[src/rtl/guess_entry.sv]
// rtl/guess_entry.sv - button-driven 4-peg guess composer with commit pulse and lockout
module guess_entry #(
    parameter int NUM_COLORS = 6,
    parameter int MAX_TURNS  = 8
) (
    input  logic       clk,
    input  logic       reset,
    input  logic       mode,
    input  logic       btn_left,
    input  logic       btn_right,
    input  logic       btn_up,
    input  logic       btn_down,
    input  logic       btn_select,
    input  logic       end_game,
    output logic [2:0] guess0,
    output logic [2:0] guess1,
    output logic [2:0] guess2,
    output logic [2:0] guess3,
    output logic [1:0] cursor,
    output logic       commit,
    output logic [2:0] turn_count,
    output logic       locked
);

    typedef enum logic [1:0] {
        ST_EDIT,
        ST_COMMIT,
        ST_LOCKED
    } state_t;

    localparam logic [2:0] TOP_COLOR  = 3'(NUM_COLORS - 1);
    localparam logic [3:0] TURN_LIMIT = 4'(MAX_TURNS);

    state_t     state, state_n;
    logic [2:0] peg   [4];
    logic [2:0] peg_n [4];
    logic [1:0] cur, cur_n;
    logic [3:0] cnt, cnt_n;
    logic [4:0] btn, btn_prev, press;

    // Bit order: {select, down, up, right, left}
    assign btn   = {btn_select, btn_down, btn_up, btn_right, btn_left};
    assign press = btn & ~btn_prev;

    function automatic logic [2:0] col_up(input logic [2:0] c);
        return (c == TOP_COLOR) ? 3'd0 : c + 3'd1;
    endfunction

    function automatic logic [2:0] col_down(input logic [2:0] c);
        return (c == 3'd0) ? TOP_COLOR : c - 3'd1;
    endfunction

    always_ff @(posedge clk) begin
        if (!reset) begin
            state    <= ST_EDIT;
            peg      <= '{default: 3'd0};
            cur      <= 2'd0;
            cnt      <= 4'd0;
            btn_prev <= 5'b11111;
        end else begin
            state    <= state_n;
            peg      <= peg_n;
            cur      <= cur_n;
            cnt      <= cnt_n;
            btn_prev <= btn;
        end
    end

    always_comb begin
        state_n = state;
        peg_n   = peg;
        cur_n   = cur;
        cnt_n   = cnt;
        case (state)
            ST_EDIT: begin
                if (end_game) begin
                    state_n = ST_LOCKED;
                end else if (!mode) begin
                    if (press[4]) begin
                        state_n = ST_COMMIT;
                    end else begin
                        if (press[1] && !press[0]) begin
                            cur_n = cur + 2'd1;
                        end else if (press[0] && !press[1]) begin
                            cur_n = cur - 2'd1;
                        end
                        // Colour edit targets the cursor position before any same-edge move
                        if (press[2] && !press[3]) begin
                            peg_n[cur] = col_up(peg[cur]);
                        end else if (press[3] && !press[2]) begin
                            peg_n[cur] = col_down(peg[cur]);
                        end
                    end
                end
            end
            ST_COMMIT: begin
                cnt_n   = cnt + 4'd1;
                cur_n   = 2'd0;
                state_n = (cnt_n == TURN_LIMIT || end_game) ? ST_LOCKED : ST_EDIT;
            end
            ST_LOCKED: begin
            end
            default: begin
                state_n = ST_EDIT;
            end
        endcase
    end

    assign guess0     = peg[0];
    assign guess1     = peg[1];
    assign guess2     = peg[2];
    assign guess3     = peg[3];
    assign cursor     = cur;
    assign commit     = (state == ST_COMMIT);
    assign locked     = (state == ST_LOCKED);
    assign turn_count = cnt[2:0];

endmodule

[config.mk]
export PLATFORM = sky130hd
export DESIGN_NAME = guess_entry
export DESIGN_NICKNAME = d
export VERILOG_FILES = /design/src/rtl/guess_entry.sv
export SDC_FILE = /design/constraint.sdc
export NUM_CORES = 1
export LEC_CHECK = 0
export BUFFER_PORTS_ARGS = -buffer_cell sky130_fd_sc_hd__buf_2
export CORE_MARGIN = 2
export CORE_UTILIZATION = 55
export DETAILED_ROUTE_END_ITERATION = 10
export HOLD_SLACK_MARGIN = 0.05
export PLACE_DENSITY = 0.88
export SYNTH_ARGS = -nofsm -noshare
export SYNTH_HDL_FRONTEND = slang
export SYNTH_SLANG_ARGS = --single-unit
[constraint.sdc]
create_clock -name clk -period 2.9 [get_ports clk]
set_clock_uncertainty 0.1 [all_clocks]
set_input_delay 0.145 -clock clk [delete_from_list [all_inputs] [get_ports clk]]
set_output_delay 0.145 -clock clk [all_outputs]
set_load 0.01 [all_outputs]
======== Word-level counts from Yosys, hierarchy flattened ========
Cells that the tools add are included.
word-level totals
  register bits after elaboration ......... 25
  bits of input ports ..................... 9
  output and inout port bits .............. 19
  logic and storage cells ................. 71
cells by class
  add/subtract/negate cells ............... 5
  magnitude comparators ................... 2
  equality and inequality tests ........... 10
  muxes and demuxes ....................... 22
  bitwise logic cells ..................... 7
  reductions and logical operators ........ 17
operator list
  kind                   count
  $bwmux W12             2
  $mux W12               2
  $mux W2                9
  $mux W3                5
  $reduce_and A5 Y1      2
  $ne A3 B3 Y1 const B   3
  $bmux W3 S2            1
  $demux W3 S2           1
  $ne A2 B2 Y1 const B   3
  $pmux W2 S3            1
  $and A5 B5 Y5          1
  $logic_and A1 B1 Y1    5
  $not A5 Y5             1
  $add A4 B1 Y4 const B  1
  $eq A4 B4 Y1 const B   1
  $logic_not A1 Y1       4
  $not A1 Y1             4
  $pmux W2 S2            1
  $reduce_bool A2 Y1     2
  $add A3 B1 Y3 const B  1
  $eq A3 B3 Y1 const B   1
  $ge A3 B3 Y1 const B   1
  $logic_not A3 Y1       1
  $lt A3 B1 Y1 const B   1
  9 further kinds        9

======== Depth between registers and ports, before layout ========
Gate-level depths: netlist of the first run.
  word-level depth ........................ 10
  gate-level depth with buffers ........... 7
  gate-level depth less buffers ........... 7

======== Least setup slack after synthesis of the first run ========
No wires, ideal clock.
  path type ............................... reg-to-reg
  start point ............................. register cur[1], in the netlist cursor[1]
  end point ............................... register peg, in the netlist guess3[1]
  library setup time ...................... 0.070 ns
  arrival ................................. 1.737 ns
  slack ................................... 0.993 ns
  cell stages (with the launch flop) ...... 7
  path buffers ............................ 1
  clock period less this slack ............ 1.907 ns
  cells stage by stage .................... dfxtp_1 > buf_6 > mux4_2 > nor2_2 > a211oi_1 > a211o_1 > o21ai_1
between the ends
  cells in the longest elaborated chain, start to end .. 9
ends and longest elaborated chain
  item                                               line    RTL
  start: declaration                                 37      logic [1:0] cur, cur_n;
  start signal: assignment                           63      cur <= cur_n;
  $not A2 Y3 (implied by the code) (*)               89, 91
  $bmux W3 S2                                        89, 91
  $mux W3 (implied by the code) (2 in a row)         89, 91
  $sub A3 B1 Y3 or $logic_not A3 Y1 (tied branches)  50      return (c == 3'd0) ? TOP_COLOR : c - 3'd1;
  $mux W3                                            50
  $bwmux W12                                         91      peg_n[cur] = col_down(peg[cur]);
  $mux W12                                           90      end else if (press[3] && !press[2]) begin
  $mux W12 (*)                                       88      if (press[2] && !press[3]) begin
  end signal: assignment                             62      peg <= peg_n;
  end: declaration                                   35      logic [2:0] peg [4];
Every way passes the cells marked *; elsewhere a longest branch is shown, timed or not. The select of a mux whose other input is x is not followed.
A chain may end at the register's enable or synchronous reset.

======== Final worst setup path of the first run ========
  start point ............................. register cur[1], in the netlist cursor[1]
  end point ............................... register peg, in the netlist guess2[1]
Same word-level chain as after synthesis.

==> results of run 1 <==
[tightest hold or removal path: cells and delay by family]
kind                   cells  cell delay (ps)
AND/OR/NAND/NOR            2              130
buffers and inverters      1              200
[worst paths after layout]
path / slack [ps] / depth (start not counted) / to / start
setup / recovery: 710 / 5 / guess2[1]$_SDFFE_PN0P_ / cursor[1]$_SDFFE_PN0P_
hold / removal: 80 / 3 / state[0]$_SDFFE_PN0P_ / reset
setup reg to reg: 710 / 5 / guess2[1]$_SDFFE_PN0P_ / cursor[1]$_SDFFE_PN0P_
hold reg to reg: 400 / 2 / guess0[2]$_SDFFE_PN0P_ / guess0[2]$_SDFFE_PN0P_
[through the flow]
| stage | instances | worst slack (ps) | instance area, sq um |
|---|---|---|---|
| after floorplan | 125 | 993 | 1180 |
| after global placement | 171 | 845 | 1300 |
| after detailed placement | 171 | 740 | 1300 |
| after CTS | 188 | 719 | 1460 |
| after global routing | 188 | 573 | 1460 |
| final | 188 | 714 | 1460 |
[registers in the layout (all words and copies together) (netlist names)]
name,cells
guess1,3
cursor,2
btn_prev,5
guess3,3
guess2,3
state,2
cnt,4
guess0,3
[cell type report]
cell class,count,area (sq um),share of cell area
clock inverters,1,5.00,0.00343
multi-input cells,89,619,0.425
clock buffers,3,22.5,0.0155
well taps,27,33.8,0.0232
inverters,3,11.3,0.00773
flip-flops and latches,25,500,0.343
repair buffers,40,265,0.182
[power breakdown]
part           internal [W]  total [W]  switching (W)  leakage (nW)
Clock             0.0000517   0.000159       0.000107        0.0177
Combinational     0.0000363  0.0000692      0.0000329         0.353
Sequential         0.000351   0.000359     0.00000834         0.203
Total              0.000439   0.000588       0.000149         0.574
[logic make-up after synthesis]
group           Yosys count  share of synthesized area
fa+ha+maj                 3                     0.0318
compound gates           21                      0.109
mux                       5                     0.0741
simple gates             52                      0.250
buf+inv                  11                     0.0519
xor+xnor                  8                     0.0593
flops                    25                      0.424
[metal layers]
layer,share of wire,track usage,wire [um]
met4,0.018,0.0991,44
met3,0.050,0.0387,125
met2,0.47,0.336,1180
met1,0.46,0.305,1140
met5,0,0,0
[cells in the mapped netlist (2+ instances only)]
cell       number  share of area
inv_1           3         0.0095
nand4_1         2          0.011
dfxtp_1        25           0.42
buf_4           3          0.019
nand3_1        11          0.047
ha_1            3          0.032
nand2b_1        8          0.042
nor2_1          9          0.029
mux4_2          3          0.057
or2_0           2          0.011
a311oi_1        2          0.015
o21ai_1         8          0.034
clkbuf_1        3         0.0095
xnor2_1         4          0.030
a21oi_1         6          0.025
a2bb2oi_1       2          0.015
nand2_1         7          0.022
nor2b_1         4          0.021
xor2_1          4          0.030
mux2i_1         2          0.017
[timing repair]
item,CTS,global route
endpoints found under the setup margin,0,0
setup buffers,0,0
hold buffers,13,0
endpoints found under the hold margin,7,0
==> flow_summary.yaml, run 1 <==
run_status:
  outcome: "finished clean"
critical_path:
  critPathLaunchType: "flop"
  cp.arrival_ps: 2310
  path_buf_inv: 0
  cpLargestDelayFamily: "multiplexers"
  cp_max_fo: 9
  slowest_delay_ps: 670
  cp-end-kind: "flop"
  worst_ep_required_time_ps: 3030
  crit_slowest_cell: "mux4_2"
  cp_cell_sequence: "mux4_2 > and2_1 > a211oi_1 > a211o_1 > o21ai_1"
  worstSetupPathType: "flop to flop"
layout:
  n_fill_cell: 150
  finalNetCount: 174
  num_antenna_cells: 0
  final_common_cell: "buf_2"
  drive_above_1_share: 0.236
  finish.utilization: 0.728
  layout_common_cells: "27 x buf_2, 25 x dfxtp_1, 13 x dlygate4sd3_1"
  areaGrowthSynthToFinish_pct: 23.4
logic_synthesis:
  synth-edff-count: 0
  syn_nets: 137
  synth_cell_type_count: 34
  synth_cells: 125
  ys_seq_area_frac: 0.424
  ys_seq_elements: 25
  yosysWarnings: 0
  ys_async_sr_fraction: 0
  syn_area_sq_um: 1180
  synth_ff_type: "dfxtp_1"
  syn_area_per_cell_sq_um: 9.45
die:
  die_h_um: 50.3
  die_w_um: 50.3
  io_pins: 28
  rows: 16
  dieArea_sq_um: 2530
  core_area_sq_um: 2000
  initial_utilization: 0.590
power_and_ir_drop:
  cellPowerDensity_nw_per_um2: 403
  p_leak_nw: 0.574
  ir_drop_mv: 0.341
  p_total_w: 0.000588
cts:
  cts_resized: 0
  htreeDepth: 1
  clockBufferDepth: 2
  cts_made_buffers: 3
  root_buffer: "clkbuf_4"
  clkSinkCount: 25
  tritoncts: "yes"
  clk_pin_slew_ps: 140
  clock_latency_ps: 320
global_route:
  grt_pass1_wl_um: 4280
  grt_overflow: 0
  track_usage: 0.220
  grt_pass1_vias: 974
  antenna_found_initial: 0
  grt_max_degree: 17
detailed_routing:
  drt_first_pass_iters: 4
  via_count: 1034
  drc_errors: 0
  via_per_inst: 5.50
  wl_um: 2490
  wl_per_cell_um: 13.3
  initialDrtViolationCount: 30
  postRouteAntennaNets: 0
min_path:
  hold_path_class: "primary input to flop"
timing:
  fin_hold_ws_ps: 79.6
  finalHoldViolCount: 0
  relSlewSlack: 0.658
  tns_ps: 0
  fin_crit_sh: 0.754
  fmax_mhz: 457
  fin_crit_ps: 2190
  slew_viol_final: 0
  worst_slew_pin_slew_ps: 512
  setup_viol: 0
  rsz0062_at_grt: "no"
place:
  gp_congestion: 0.806
  io_buffers: 27
  dp_hpwl_um: 1740
flow_run:
  drv_cap: 0
Note: power is estimated with default switching activity, not from simulation.
==> inputs of run 2 (changes only) <==
ABC_AREA = 1   (was default)
CORE_UTILIZATION = 53   (was 55)
PLACE_DENSITY = 0.84   (was 0.88)
clock period = 2.2 ns   (was 2.9 ns; I/O delays follow)
==> flow_summary.yaml, run 2 <==
power_and_ir_drop:
  combPwrFrac: 0.127
  seq_power_share: 0.614
  internal-power_w: 0.000577
  pwr-share-clk: 0.260
  p_switching_w: 0.000192
  p_leak_nw: 0.850
  cellPowerDensity_nw_per_um2: 475
  ir_drop_mv: 0.378
  swShare: 0.249
die:
  die_w_um: 54.5
  die_h_um: 54.5
  initial_utilization: 0.550
  io_pins: 28
  dieArea_sq_um: 2970
  core_area_sq_um: 2450
  rows: 18
cts:
  clkSinkCount: 25
  clock_latency_ps: 310
  clockBufferDepth: 2
  cts_made_buffers: 3
  clk_pin_slew_ps: 120
  root_buffer: "clkbuf_4"
  htreeDepth: 1
  tritoncts: "yes"
layout:
  top_regs: "btn_prev: 5 flops, cnt: 4 flops"
  num_antenna_cells: 0
  areaGrowthSynthToFinish_pct: 19.6
  largest_register_ffs: 5
  drive_above_1_share: 0.193
  regMostFlops: "btn_prev"
  final_common_cell: "nand2_1"
  finalNetCount: 251
  layout_common_cells: "57 x nand2_1, 27 x buf_2, 25 x nor2_1, 25 x dfxtp_1, 20 x inv_1"
  n_fill_cell: 228
critical_path:
  cp.arrival_ps: 2180
  worstSetupPathType: "primary input to flop"
  critPathLaunchType: "primary input"
  cp_max_fo: 6
  cp_cell_sequence: "dlygate4sd3_1 > buf_2 > inv_1 > or2_2 > ha_1 > nor3_1 > nand2_1 > nor2_1 > nor2_1 > nor2_1 > nand2_1 > inv_1"
  path_buf_inv: 4
  crit_slowest_cell: "dlygate4sd3_1"
  cpLargestDelayFamily: "simple AND/OR/NAND/NOR gates"
  critPathMostFrequentCell: "nor2_1"
  cp-end-kind: "flop"
  worst_ep_required_time_ps: 2370
  slowest_delay_ps: 520
  r2r_setup_slack_ps: 310
logic_synthesis:
  synth_cells: 201
  ys_seq_area_frac: 0.370
  ys_seq_elements: 25
  synth_top_area_share: 0.370
  synth.area.top_cells: "dfxtp_1 37%, nand2_1 16%, nor2_1 6.9%, inv_1 5.6%, nand3_1 5.6%"
  synthMostInstantiatedCell: "nand2_1"
  ys_top_cells_by_count: "57 x nand2_1, 25 x dfxtp_1, 25 x nor2_1, 20 x inv_1, 15 x nand3_1"
  yosysWarnings: 0
  syn_nets: 213
  ys_async_sr_fraction: 0
  syn_area_per_cell_sq_um: 6.72
  synth-edff-count: 0
  synth_cell_type_count: 26
  syn_area_sq_um: 1350
  synth_top_cell_by_area: "dfxtp_1"
  synth_ff_type: "dfxtp_1"
detailed_routing:
  wl_um: 2830
  postRouteAntennaNets: 0
  initialDrtViolationCount: 27
  drt_first_pass_iters: 4
  via_per_inst: 5.07
  wl_per_cell_um: 10.6
  drc_errors: 0
  via_count: 1358
global_route:
  grt_overflow: 0
  grt_pass1_vias: 1145
  track_usage: 0.214
  grt_pass1_wl_um: 4600
  antenna_found_initial: 0
  grt_max_degree: 20
min_path:
  hold_path_class: "primary input to flop"
timing:
  fin_crit_ps: 2010
  finalHoldViolCount: 0
  relSlewSlack: 0.740
  slew_viol_final: 0
  rsz0062_at_grt: "no"
  fin_crit_sh: 0.912
  fmax_mhz: 498
  setup_viol: 0
  fin_hold_ws_ps: 72.5
  worst_slew_pin_slew_ps: 389
  tns_ps: 0
place:
  dp_hpwl_um: 2100
  io_buffers: 27
  gp_congestion: 0.844
flow_run:
  drv_cap: 0
run_status:
  outcome: "finished clean"
-- run 2: cell type report --
type	instances	area, sq um	share of cell area
inverters	21	78.8	0.0488
clock buffers	4	26.3	0.0163
repair buffers	41	270	0.167
flip-flops and latches	25	500	0.310
multi-input cells	147	703	0.435
well taps	30	37.5	0.0232
-- run 2: worst paths after layout --
path,to,depth (start not counted),from
setup / recovery,guess1[2]$_SDFFE_PN0P_,12,btn_down
hold / removal,cnt[3]$_SDFFE_PN0P_,2,reset
setup reg to reg,guess1[2]$_SDFFE_PN0P_,9,btn_prev[3]$_SDFF_PN1_
hold reg to reg,cnt[0]$_SDFFE_PN0P_,2,cnt[0]$_SDFFE_PN0P_
-- run 2: layer usage --
| layer | global-route usage | routed length, um | up-vias |
|---|---|---|---|
| met5 | 0 | 0 | - |
| met4 | 0.0875 | 40 | 0 |
| met3 | 0.0246 | 93 | 5 |
| met2 | 0.382 | 1420 | 21 |
| met1 | 0.260 | 1280 | 612 |
| li1 | - | - | 720 |
-- run 2: power groups by stage --
stage               Combinational (W)  Sequential (W)  Clock [W]
finish                      0.0000973        0.000472   0.000200
global route                 0.000110        0.000474   0.000219
CTS                         0.0000962        0.000472   0.000205
detailed placement          0.0000812        0.000482          0
global placement            0.0000803        0.000482          0
floorplan                   0.0000608        0.000480          0
-- run 2: cell families after synthesis --
group,share of synthesized area
buf+inv,0.109
compound gates,0.100
simple gates,0.386
flops,0.370
xor+xnor,0.00648
fa+ha+maj,0.0278
-- run 2: repair_timing --
item / in CTS / in global routing
hold endpoints to repair: 7 / 0
resized for setup: 0 / 0
buffers inserted: 0 / 0
hold buffers: 12 / 0
-- run 2: per-stage QoR --
step | util | total power [W] | area (sq um) | instances | worst slack (ps)
after floorplan | - | 0.000541 | 1350 | 201 | 500
after global placement | 0.599 | 0.000562 | 1470 | 252 | 369
after detailed placement | 0.599 | 0.000563 | 1470 | 252 | 319
after CTS | 0.659 | 0.000773 | 1620 | 268 | 192
after global routing | 0.659 | 0.000803 | 1620 | 268 | 30.2
final | 0.659 | 0.000769 | 1620 | 268 | 193
==> inputs of run 3 (changes only) <==
GPL_TIMING_DRIVEN = 0   (was default)
clock period = 2.15 ns   (was 2.2 ns; I/O delays follow)
==> flow_summary.yaml, run 3 (synthesis gave the netlist of run 2 again) <==
timing:
  slew_viol_final: 0
  fin_crit_sh: 0.934
  fin_crit_ps: 2010
  relSlewSlack: 0.777
  worst_slew_pin_slew_ps: 332
  fmax_mhz: 498
  tns_ps: 0
  setup_slack_ps: 141
  finalHoldViolCount: 0
  setup_viol: 0
detailed_routing:
  wl_per_cell_um: 11.5
  initialDrtViolationCount: 43
  wl_um: 3100
  via_per_inst: 5.15
  postRouteAntennaNets: 0
  via_count: 1391
  drc_errors: 0
  drt_first_pass_iters: 4
global_route:
  track_usage: 0.236
  grt_max_degree: 17
  grt_overflow: 0
  antenna_found_initial: 0
  grt_pass1_vias: 1160
  grt_pass1_wl_um: 4980
layout:
  multiInputGateArea_sq_um: 741
  areaGrowthSynthToFinish_pct: 24.0
  seq_area_sq_um: 500
  num_antenna_cells: 0
  final_common_cell: "nand2_1"
  drive_above_1_share: 0.246
  finalNetCount: 253
  n_fill_cell: 236
  finish.utilization: 0.682
  top_regs: "btn_prev: 5 flops, cnt: 4 flops"
  layout_common_cells: "56 x nand2_1, 28 x buf_2, 25 x dfxtp_1"
  regMostFlops: "btn_prev"
  final_cell_area_sq_um: 1680
  largest_register_ffs: 5
power_and_ir_drop:
  ir_drop_mv: 0.462
  p_total_w: 0.000822
  p_leak_nw: 0.878
  cellPowerDensity_nw_per_um2: 491
critical_path:
  cpLargestDelayFamily: "simple AND/OR/NAND/NOR gates"
  worstSetupPathType: "primary input to flop"
  crit_slowest_cell: "dlygate4sd3_1"
  path_buf_inv: 3
  r2r_cells: 7
  timing.rr.end: "guess1[1]$_SDFFE_PN0P_"
  r2r_setup_slack_ps: 250
  startpoint: "btn_down"
  critPathLaunchType: "primary input"
  cp_max_fo: 6
  worst_ep_required_time_ps: 2330
  cp_cell_sequence: "dlygate4sd3_1 > buf_2 > inv_1 > or2_2 > ha_1 > nor3_2 > nand2_2 > nor2_4 > o21ai_0 > a21oi_1"
  cp-end-kind: "flop"
  cp.arrival_ps: 2190
  slowest_delay_ps: 540
  r2r_start: "btn_prev[3]$_SDFF_PN1_"
cts:
  root_buffer: "clkbuf_4"
  htreeDepth: 1
  cts_made_buffers: 3
  tritoncts: "yes"
  clockBufferDepth: 2
  clkSinkCount: 25
  clk_pin_slew_ps: 160
  clock_latency_ps: 340
run_status:
  outcome: "finished clean"
die:
  io_pins: 28
  die_h_um: 54.5
  dieArea_sq_um: 2970
  initial_utilization: 0.550
  core_area_sq_um: 2450
  die_w_um: 54.5
  rows: 18
place:
  dp_slack_ps: 196
  io_buffers: 26
  placed_cell_area_sq_um: 1520
  gp_congestion: 0.957
  dp_hpwl_um: 2140
min_path:
  hold_depth: 6
  holdPathEnd: "cursor[1]$_SDFFE_PN0P_"
  hold_path_class: "primary input to flop"
  hp-start: "mode"
flow_run:
  drv_cap: 0
run 3: changes by cell type in the layout (fill, tap and decap cells not counted), sizes merged:
cell	previous run	this run
buf	29	34
dlygate4sd3	12	8
inv	21	22
run 3: worst max path at each step:
stage / end / depth (start not counted) / slack [ps]
after floorplan: guess2[2]$_SDFFE_PN0P_ / 8 / 450
after global placement: guess1[2]$_SDFFE_PN0P_ / 8 / 270
after detailed placement: guess1[2]$_SDFFE_PN0P_ / 8 / 200
after CTS: guess1[2]$_SDFFE_PN0P_ / 11 / 90
after global routing: guess0[2]$_SDFFE_PN0P_ / 12 / -1
final: guess1[1]$_SDFFE_PN0P_ / 10 / 140
run 3: timing repair:
action,CTS,global route
gates resized for setup,0,10
setup buffers,0,1
endpoints found under the setup margin,0,12
hold buffers,8,0
endpoints found under the hold margin,14,0
run 3: report_power, final:
group / total, W / leakage, nW / switching, W / internal [W]
clock network: 0.000233 / 0.0183 / 0.000157 / 0.0000760
logic: 0.000107 / 0.657 / 0.0000630 / 0.0000445
registers: 0.000481 / 0.203 / 0.00000743 / 0.000474
run 3: per-layer routing:
layer	up-vias	share of wire	wire length, um	track usage
li1	717	-	-	-
met3	4	0.061	190	0.0574
met2	45	0.50	1540	0.418
met5	-	0	0	0
met1	625	0.43	1330	0.282
met4	0	0.012	36	0.0625
run 3: area by class of cell:
cell class / instances / share of cell area
Buffer: 8 / 0.0411
Tap cell: 30 / 0.0224
Clock inverter: 1 / 0.00523
Inverter: 21 / 0.0470
Sequential cell: 25 / 0.299
Multi-Input combinational cell: 147 / 0.442
Timing Repair Buffer: 35 / 0.130
Clock buffer: 3 / 0.0134
run 3: through the flow:
stage	instances	hold slack [ps]
after floorplan	201	84.4
after global placement	257	189
after detailed placement	257	198
after CTS	269	154
after global routing	270	239
final	270	184
run 3: worst reg2reg max path: stages (launching register included):
cell,delay [ps]
dfxtp_1,330
or2_2,280
ha_1,300
nor3_2,180
nand2_2,180
nor2_4,210
o21ai_0,120
a21oi_1,140
